$ cat config.mk
export PLATFORM = sky130hd
export DESIGN_NAME = frac_stepper_flat
export DESIGN_NICKNAME = d
export VERILOG_FILES = /design/src/rtl/frac_stepper_pkg.sv /design/src/rtl/frac_stepper_if.sv /design/src/rtl/frac_divider.sv /design/src/rtl/frac_stepper.sv /design/src/flat_wrapper.sv
export SDC_FILE = /design/constraint.sdc
export NUM_CORES = 1
export LEC_CHECK = 0
export CAP_MARGIN = 20
export CORE_MARGIN = 8
export CORE_UTILIZATION = 63
export DETAILED_ROUTE_END_ITERATION = 8
export GPL_ROUTABILITY_DRIVEN = 0
export PLACE_DENSITY = 0.87
export SLEW_MARGIN = 15
export SYNTH_ARGS = -nofsm -noshare
export SYNTH_HDL_FRONTEND = slang
export SYNTH_HIERARCHICAL = 1
export SYNTH_SLANG_ARGS = --single-unit
$ cat constraint.sdc
create_clock -name clk -period 10.3 [get_ports clk]
set_clock_uncertainty 0.15 [all_clocks]
set_input_delay 1.03 -clock clk [delete_from_list [all_inputs] [get_ports clk]]
set_output_delay 1.03 -clock clk [all_outputs]
set_load 0.01 [all_outputs]
$ cat src/rtl/frac_stepper_pkg.sv
// Shared types and default widths for the fractional pixel stepper.
package frac_stepper_pkg;

  localparam int unsigned DEF_BITWIDTH  = 12;
  localparam int unsigned DEF_FRACWIDTH = 16;

  typedef enum logic [1:0] {
    S_IDLE,
    S_DIV,
    S_MUL,
    S_CENTRE
  } state_t;

endpackage

$ cat src/rtl/frac_stepper_if.sv
// Configuration, stepping controls and status of the fractional stepper.
interface frac_stepper_if #(
  parameter int unsigned BITWIDTH  = frac_stepper_pkg::DEF_BITWIDTH,
  parameter int unsigned FRACWIDTH = frac_stepper_pkg::DEF_FRACWIDTH
) ();

  logic [BITWIDTH-1:0]  num;
  logic [BITWIDTH-1:0]  den;
  logic [BITWIDTH-1:0]  limit;
  logic [BITWIDTH-1:0]  dst_size;
  logic                 auto_centre;
  logic [BITWIDTH-1:0]  centre_offset;
  logic                 int_mode;
  logic                 newfraction;
  logic                 step_reset;
  logic                 step_in;
  logic [FRACWIDTH-1:0] step_offset;
  logic                 ready;
  logic                 busy;
  logic                 div_err;
  logic [BITWIDTH-1:0]  limit_out;
  logic                 step_out;
  logic [BITWIDTH-1:0]  whole;
  logic [FRACWIDTH-1:0] fraction;
  logic                 blank;

  modport master (
    output num, den, limit, dst_size, auto_centre, centre_offset, int_mode,
           newfraction, step_reset, step_in, step_offset,
    input  ready, busy, div_err, limit_out, step_out, whole, fraction, blank
  );

  modport slave (
    input  num, den, limit, dst_size, auto_centre, centre_offset, int_mode,
           newfraction, step_reset, step_in, step_offset,
    output ready, busy, div_err, limit_out, step_out, whole, fraction, blank
  );

endinterface

$ cat src/rtl/frac_divider.sv
// Restoring divider: {num, FRACWIDTH zeros} / den, one quotient bit per cycle.
module frac_divider import frac_stepper_pkg::*; #(
  parameter int unsigned BITWIDTH  = DEF_BITWIDTH,
  parameter int unsigned FRACWIDTH = DEF_FRACWIDTH
) (
  input  logic                          clk,
  input  logic                          reset,
  input  logic                          req,
  input  logic [BITWIDTH-1:0]           num,
  input  logic [BITWIDTH-1:0]           den,
  output logic                          ack_c,
  output logic [BITWIDTH+FRACWIDTH-1:0] quotient
);

  localparam int unsigned W  = BITWIDTH + FRACWIDTH;
  localparam int unsigned CW = $clog2(W + 1);

  logic [BITWIDTH-1:0] den_q;
  logic [BITWIDTH-1:0] rem;
  logic [CW-1:0]       count;
  logic                running;
  logic [BITWIDTH:0]   trial_c;
  logic                fits_c;

  // quotient doubles as the dividend shift register: MSB out, result bit in
  always_comb begin
    trial_c = {rem, quotient[W-1]};
    fits_c  = (trial_c >= {1'b0, den_q});
  end

  assign ack_c = running && (count == CW'(W - 1));

  always_ff @(posedge clk or posedge reset) begin
    if (reset) begin
      den_q    <= '0;
      rem      <= '0;
      quotient <= '0;
      count    <= '0;
      running  <= 1'b0;
    end else if (req) begin
      den_q    <= den;
      rem      <= '0;
      quotient <= {num, FRACWIDTH'(0)};
      count    <= '0;
      running  <= 1'b1;
    end else if (running) begin
      rem      <= fits_c ? BITWIDTH'(trial_c - {1'b0, den_q}) : trial_c[BITWIDTH-1:0];
      quotient <= {quotient[W-2:0], fits_c};
      count    <= count + CW'(1);
      if (ack_c) running <= 1'b0;
    end
  end

endmodule

$ cat src/rtl/frac_stepper.sv
// Fractional source/destination pixel stepper: computes num/den ratio, span
// size and centring offset, then walks source positions per output pixel.
module frac_stepper import frac_stepper_pkg::*; #(
  parameter int unsigned BITWIDTH  = DEF_BITWIDTH,
  parameter int unsigned FRACWIDTH = DEF_FRACWIDTH
) (
  input logic           clk,
  input logic           reset,
  frac_stepper_if.slave bus
);

  localparam int unsigned W  = BITWIDTH + FRACWIDTH;
  localparam int unsigned PW = W + BITWIDTH;

  state_t               state, state_next;
  logic                 div_ack_c;
  logic [W-1:0]         quotient;
  logic [W-1:0]         step, step_c, spos;
  logic [PW-1:0]        prod_c, prod_shift_c;
  logic [BITWIDTH-1:0]  limit_c, diff_c, centre_c, whole_next_c;
  logic [BITWIDTH-1:0]  offset_active, offset, dpos;
  logic                 int_mode_q, tail, advance_c;
  logic                 ready, busy, div_err, step_out, blank;
  logic [BITWIDTH-1:0]  limit_out, whole;
  logic [FRACWIDTH-1:0] fraction;

  frac_divider #(.BITWIDTH(BITWIDTH), .FRACWIDTH(FRACWIDTH)) u_div (
    .clk      (clk),
    .reset    (reset),
    .req      (bus.newfraction),
    .num      (bus.num),
    .den      (bus.den),
    .ack_c    (div_ack_c),
    .quotient (quotient)
  );

  always_ff @(posedge clk or posedge reset) begin
    if (reset) state <= S_IDLE;
    else       state <= state_next;
  end

  always_comb begin
    state_next = state;
    if (bus.newfraction) begin
      state_next = S_DIV;
    end else begin
      case (state)
        S_DIV:    if (div_ack_c) state_next = S_MUL;
        S_MUL:    state_next = S_CENTRE;
        S_CENTRE: state_next = S_IDLE;
        default:  state_next = S_IDLE;
      endcase
    end
  end

  // Ratio post-processing, span size, centring and step decision
  always_comb begin
    if (div_err) begin
      step_c = '1;
    end else if (int_mode_q) begin
      step_c = (quotient[W-1:FRACWIDTH] == '0) ? (W'(1) << FRACWIDTH)
                                                : {quotient[W-1:FRACWIDTH], FRACWIDTH'(0)};
    end else begin
      step_c = quotient;
    end
    prod_c       = PW'(step_c) * PW'(bus.limit);
    prod_shift_c = prod_c >> FRACWIDTH;
    limit_c      = (prod_shift_c[PW-1:BITWIDTH] != '0) ? '1 : prod_shift_c[BITWIDTH-1:0];
    diff_c       = bus.dst_size - limit_out;
    if (bus.auto_centre) centre_c = (bus.dst_size > limit_out) ? (diff_c >> 1) : '0;
    else                 centre_c = bus.centre_offset;
    advance_c    = (dpos > spos[W-1:FRACWIDTH]);
    whole_next_c = (advance_c && !tail) ? whole + BITWIDTH'(1) : whole;
  end

  always_ff @(posedge clk or posedge reset) begin
    if (reset) begin
      ready         <= 1'b0;
      busy          <= 1'b0;
      div_err       <= 1'b0;
      step_out      <= 1'b0;
      whole         <= '0;
      fraction      <= '0;
      limit_out     <= '0;
      step          <= '0;
      spos          <= '0;
      dpos          <= '0;
      offset        <= '0;
      offset_active <= '0;
      tail          <= 1'b0;
      blank         <= 1'b1;
      int_mode_q    <= 1'b0;
    end else begin
      step_out <= 1'b0;
      busy     <= (state_next != S_IDLE);

      if (bus.newfraction || bus.step_reset) begin
        spos     <= {BITWIDTH'(0), bus.step_offset};
        dpos     <= '0;
        whole    <= '0;
        fraction <= '0;
        offset   <= offset_active;
        tail     <= 1'b0;
        blank    <= bus.newfraction || !ready || (offset_active != '0);
      end else if (bus.step_in && ready) begin
        if (offset != '0) begin
          offset <= offset - BITWIDTH'(1);
          blank  <= 1'b1;
        end else begin
          // blank and step_out reflect tail as it stood before this pixel
          dpos  <= dpos + BITWIDTH'(1);
          blank <= tail;
          whole <= whole_next_c;
          tail  <= tail || (whole_next_c == bus.limit);
          if (advance_c) begin
            spos     <= spos + step;
            fraction <= spos[FRACWIDTH-1:0];
            step_out <= !tail;
          end else begin
            fraction <= '0;
          end
        end
      end

      if (bus.newfraction) begin
        ready      <= 1'b0;
        div_err    <= (bus.den == '0);
        int_mode_q <= bus.int_mode;
      end else begin
        case (state)
          S_MUL: begin
            step      <= step_c;
            limit_out <= limit_c;
          end
          S_CENTRE: begin
            offset_active <= centre_c;
            offset        <= centre_c;
            blank         <= (centre_c != '0);
            ready         <= 1'b1;
          end
          default: ;
        endcase
      end
    end
  end

  assign bus.ready     = ready;
  assign bus.busy      = busy;
  assign bus.div_err   = div_err;
  assign bus.limit_out = limit_out;
  assign bus.step_out  = step_out;
  assign bus.whole     = whole;
  assign bus.fraction  = fraction;
  assign bus.blank     = blank;

endmodule

$ cat src/flat_wrapper.sv
// flat-port wrapper written by rule: the top's interface ports become plain ports
module frac_stepper_flat import frac_stepper_pkg::*;
#(
  parameter int unsigned BITWIDTH  = DEF_BITWIDTH,
  parameter int unsigned FRACWIDTH = DEF_FRACWIDTH
)
  (clk, reset, bus_num, bus_den, bus_limit, bus_dst_size, bus_auto_centre, bus_centre_offset, bus_int_mode, bus_newfraction, bus_step_reset, bus_step_in, bus_step_offset, bus_ready, bus_busy, bus_div_err, bus_limit_out, bus_step_out, bus_whole, bus_fraction, bus_blank);
  frac_stepper_if #(.BITWIDTH(BITWIDTH), .FRACWIDTH(FRACWIDTH)) bus_i ();
  input logic clk;
  input logic reset;
  input wire logic [$bits(bus_i.num)-1:0] bus_num;
  input wire logic [$bits(bus_i.den)-1:0] bus_den;
  input wire logic [$bits(bus_i.limit)-1:0] bus_limit;
  input wire logic [$bits(bus_i.dst_size)-1:0] bus_dst_size;
  input wire logic [$bits(bus_i.auto_centre)-1:0] bus_auto_centre;
  input wire logic [$bits(bus_i.centre_offset)-1:0] bus_centre_offset;
  input wire logic [$bits(bus_i.int_mode)-1:0] bus_int_mode;
  input wire logic [$bits(bus_i.newfraction)-1:0] bus_newfraction;
  input wire logic [$bits(bus_i.step_reset)-1:0] bus_step_reset;
  input wire logic [$bits(bus_i.step_in)-1:0] bus_step_in;
  input wire logic [$bits(bus_i.step_offset)-1:0] bus_step_offset;
  output wire logic [$bits(bus_i.ready)-1:0] bus_ready;
  output wire logic [$bits(bus_i.busy)-1:0] bus_busy;
  output wire logic [$bits(bus_i.div_err)-1:0] bus_div_err;
  output wire logic [$bits(bus_i.limit_out)-1:0] bus_limit_out;
  output wire logic [$bits(bus_i.step_out)-1:0] bus_step_out;
  output wire logic [$bits(bus_i.whole)-1:0] bus_whole;
  output wire logic [$bits(bus_i.fraction)-1:0] bus_fraction;
  output wire logic [$bits(bus_i.blank)-1:0] bus_blank;
  assign bus_i.num = bus_num;
  assign bus_i.den = bus_den;
  assign bus_i.limit = bus_limit;
  assign bus_i.dst_size = bus_dst_size;
  assign bus_i.auto_centre = bus_auto_centre;
  assign bus_i.centre_offset = bus_centre_offset;
  assign bus_i.int_mode = bus_int_mode;
  assign bus_i.newfraction = bus_newfraction;
  assign bus_i.step_reset = bus_step_reset;
  assign bus_i.step_in = bus_step_in;
  assign bus_i.step_offset = bus_step_offset;
  assign bus_ready = bus_i.ready;
  assign bus_busy = bus_i.busy;
  assign bus_div_err = bus_i.div_err;
  assign bus_limit_out = bus_i.limit_out;
  assign bus_step_out = bus_i.step_out;
  assign bus_whole = bus_i.whole;
  assign bus_fraction = bus_i.fraction;
  assign bus_blank = bus_i.blank;
  frac_stepper #(.BITWIDTH(BITWIDTH), .FRACWIDTH(FRACWIDTH)) u_core (.clk(clk), .reset(reset), .bus(bus_i));
endmodule
==> results.cfg <==
[floorplanning]
start_util = 0.633
die_w_microns = 204
fp.dieArea_sq_um = 41600
io_pins = 128
die_h_microns = 204
rows = 69
coreArea_sq_um = 35200

[synthesis]
avgSynthCellArea_sq_um = 8.68
synth_edf_count = 0
yosysSeqAreaShare = 0.224
yosys.area.top_type = fa_1
synth_fp_nets = 3056
synth_cell_types = 93
syn_area_sq_um = 22300
syn_inst = 2566
yosys-top-cells-area = fa_1 (24%), dfrtp_1 (22%), ha_1 (8.1%), nand2_1 (7.8%), inv_1 (5.7%)
async_flop_share = 1.00
yosys_warnings = 6
ys.flop_type = dfrtp_1
ys_seq_elements = 199
synth_top_area_share = 0.235

[power_and_ir_drop]
finalPower_mw = 3.76
powerDensity_nw_per_um2 = 154
ir_drop_mv = 0.247
leakage_nw = 11.6

[routing]
drtIter0Drc = 1748
first_pass_iters = 6
viasPerCell = 6.25
drc = 0
wl_microns = 61900
postRouteAntennaNets = 0
wire_per_inst_microns = 20.1
vias = 19300

[min_path]
hold_path_class = reg -> reg

[sta]
setup_tns_ps = 0
worst_slew_pin_slew_ps = 1150
fin_crit_ps = 8250
fmax_ghz = 0.121
finalHoldViolations = 0
relSlewSlack = 0.233
fin_crit_sh = 0.801
report.final.slew_viol_count = 0
rsz0062_at_grt = no
finalSetupViolCount = 0

[critical_path]
crit_chain = clkinv_1 > nor4_1 > a311o_1 > nand2_1 > fa_1 > fa_1 > fa_1 > inv_1 > fa_1 > inv_1 > fa_1 > inv_1 > ha_1 > a21oi_1 > o21a_1 > o211ai_1 > o311ai_0 > a21oi_1 > a311oi_1 > nand3_1 > nor4_4 > a22oi_1
max_stage_delay_ps = 760
worstSetupStartpointType = register
required_ps = 10460
arrival_ps = 8410
slowest_stage = a311o_1
path_class = reg -> reg
crit_top_cell = fa_1
cp_max_fo = 18
cp-end-kind = register

[global_routing]
grt_pass1_vias = 20200
track_usage = 0.303
grt_overflow = 0
antenna_found_initial = 0
grt_first_pass_wirelength_microns = 101000
grt_max_degree = 100

[clock_tree]
cts-resized-gates = 0
cts_max_path_buffers = 2
clkSinkCount = 199
post_cts_buffers = 0
cts.clk_slew.worst_paths_ps = 80
numCtsBuffers = 17
h-tree-depth = 4
ctsHoldBuffers = 0
cts_tree = built
clockRootBuffer = clkbuf_16
clk_latency_ps = 480

[place]
dp.cells = 3052
place_hpwl_microns = 46800
port_buffers = 127

[run]
max_cap_violations = 0

[layout]
final_util = 0.693
fin_cells = 3084
area_growth_pct = 9.56
most-common-layout-cells = nand2_1 (466), inv_1 (335), fa_1 (262)
mostFrequentLayoutCell = nand2_1
n_fill_cell = 2639
num_antenna_cells = 0
drive_gt1_frac = 0.0446
layout.nets = 3100

[run_status]
status = completed
-- cells by family after synthesis --
kind of cell | Yosys count | synth area share
AOI/OAI and AO/OA | 453 | 0.136
xor gates and xnor gates | 104 | 0.0409
adders and majority gates | 407 | 0.317
buffers and inverters | 468 | 0.0795
DFF | 199 | 0.224
muxes | 39 | 0.0176
and+or+nand+nor | 896 | 0.186
-- Yosys cell counts (4+ instances only) --
master / n
nand2_1: 466
inv_1: 337
fa_1: 262
dfrtp_1: 198
ha_1: 145
nor2_1: 139
clkbuf_1: 121
a21oi_1: 110
o21ai_0: 94
and2_1: 76
xnor2_1: 57
xor2_1: 47
a21o_1: 45
mux2i_1: 38
nand3_1: 33
nor2b_1: 29
nand4_1: 24
nor3_1: 24
o21ai_1: 22
o21a_1: 21
a211oi_1: 16
a22o_1: 16
nand2b_1: 16
a22oi_1: 15
nor4_1: 15
o211ai_1: 15
or2_2: 14
or3_1: 13
and3_1: 11
a22oi_2: 9
a311oi_1: 9
a31oi_1: 7
a211o_1: 6
buf_2: 6
o21bai_1: 6
o22a_1: 6
and4_1: 5
nor3b_1: 5
nor4b_1: 5
o31ai_1: 5
a2111oi_0: 4
o31a_1: 4
-- worst paths after layout --
check | to | start | slack (ps) | depth (start not counted)
max | u_core/bus.limit_out[10]$_DFFE_PP0P_ | u_core/int_mode_q$_DFFE_PP0P_ | 2050 | 22
min | u_core/step[13]$_DFFE_PP0P_ | u_core/step[13]$_DFFE_PP0P_ | 340 | 2
max reg2reg | u_core/bus.limit_out[10]$_DFFE_PP0P_ | u_core/int_mode_q$_DFFE_PP0P_ | 2050 | 22
min reg2reg | u_core/step[13]$_DFFE_PP0P_ | u_core/step[13]$_DFFE_PP0P_ | 340 | 2
max in group asynchronous | u_core/bus.fraction[14]$_DFFE_PP0P_ | reset | 7710 | 3
min in group asynchronous | u_core/bus.whole[3]$_DFFE_PP0P_ | reset | 900 | 2
-- through the flow --
stage                     setup slack [ps]  hold WS [ps]  area (sq um)
after floorplan                       3410           302         22300
after global placement                1990           320         23800
after detailed placement              1940           325         23800
after CTS                             2210           342         24400
after global routing                  1580           371         24400
final                                 2050           339         24400
-- registers in the layout (all words and copies together), names as in the netlist, 2 cells and up --
name	flops
u_core/state	2
u_core/u_div/quotient	28
u_core/spos	28
u_core/u_div/count	5
u_core/step	28
u_core/offset_active	12
u_core/bus.limit_out	12
u_core/u_div/den_q	12
u_core/offset	12
u_core/bus.fraction	16
u_core/u_div/rem	12
u_core/bus.whole	12
u_core/dpos	12
-- metal layers --
layer,wire length (microns),up-vias,GRT usage,share of wire
li1,-,8421,-,-
met1,22100,9358,0.352,0.36
met2,30100,1213,0.510,0.49
met3,5980,280,0.0663,0.097
met4,3720,0,0.182,0.060
met5,0,-,0,0
-- layout make-up --
class / count / area, sq um / share of cell area
Sequential cell: 199 / 4980 / 0.204
Inverter: 338 / 1270 / 0.0522
Clock inverter: 15 / 139 / 0.00569
Multi-Input combinational cell: 1899 / 15500 / 0.636
Tap cell: 461 / 577 / 0.0236
Timing Repair Buffer: 155 / 1480 / 0.0608
Clock buffer: 17 / 425 / 0.0174
-- power by group --
part,switching (mW),internal (mW)
clock network,0.340,0.318
registers,0.0381,0.821
logic,1.37,0.867
-- worst max-delay path, delay by kind of cell, from the launching register on --
| family | cells | cell delay, ps |
|---|---|---|
| AOI/OAI and AO/OA | 8 | 2540 |
| adders and majority gates | 6 | 2880 |
| buffers and inverters | 4 | 610 |
| DFF | 1 | 350 |
| and+or+nand+nor | 4 | 1530 |
Note: power is estimated with default switching activity, not from simulation.
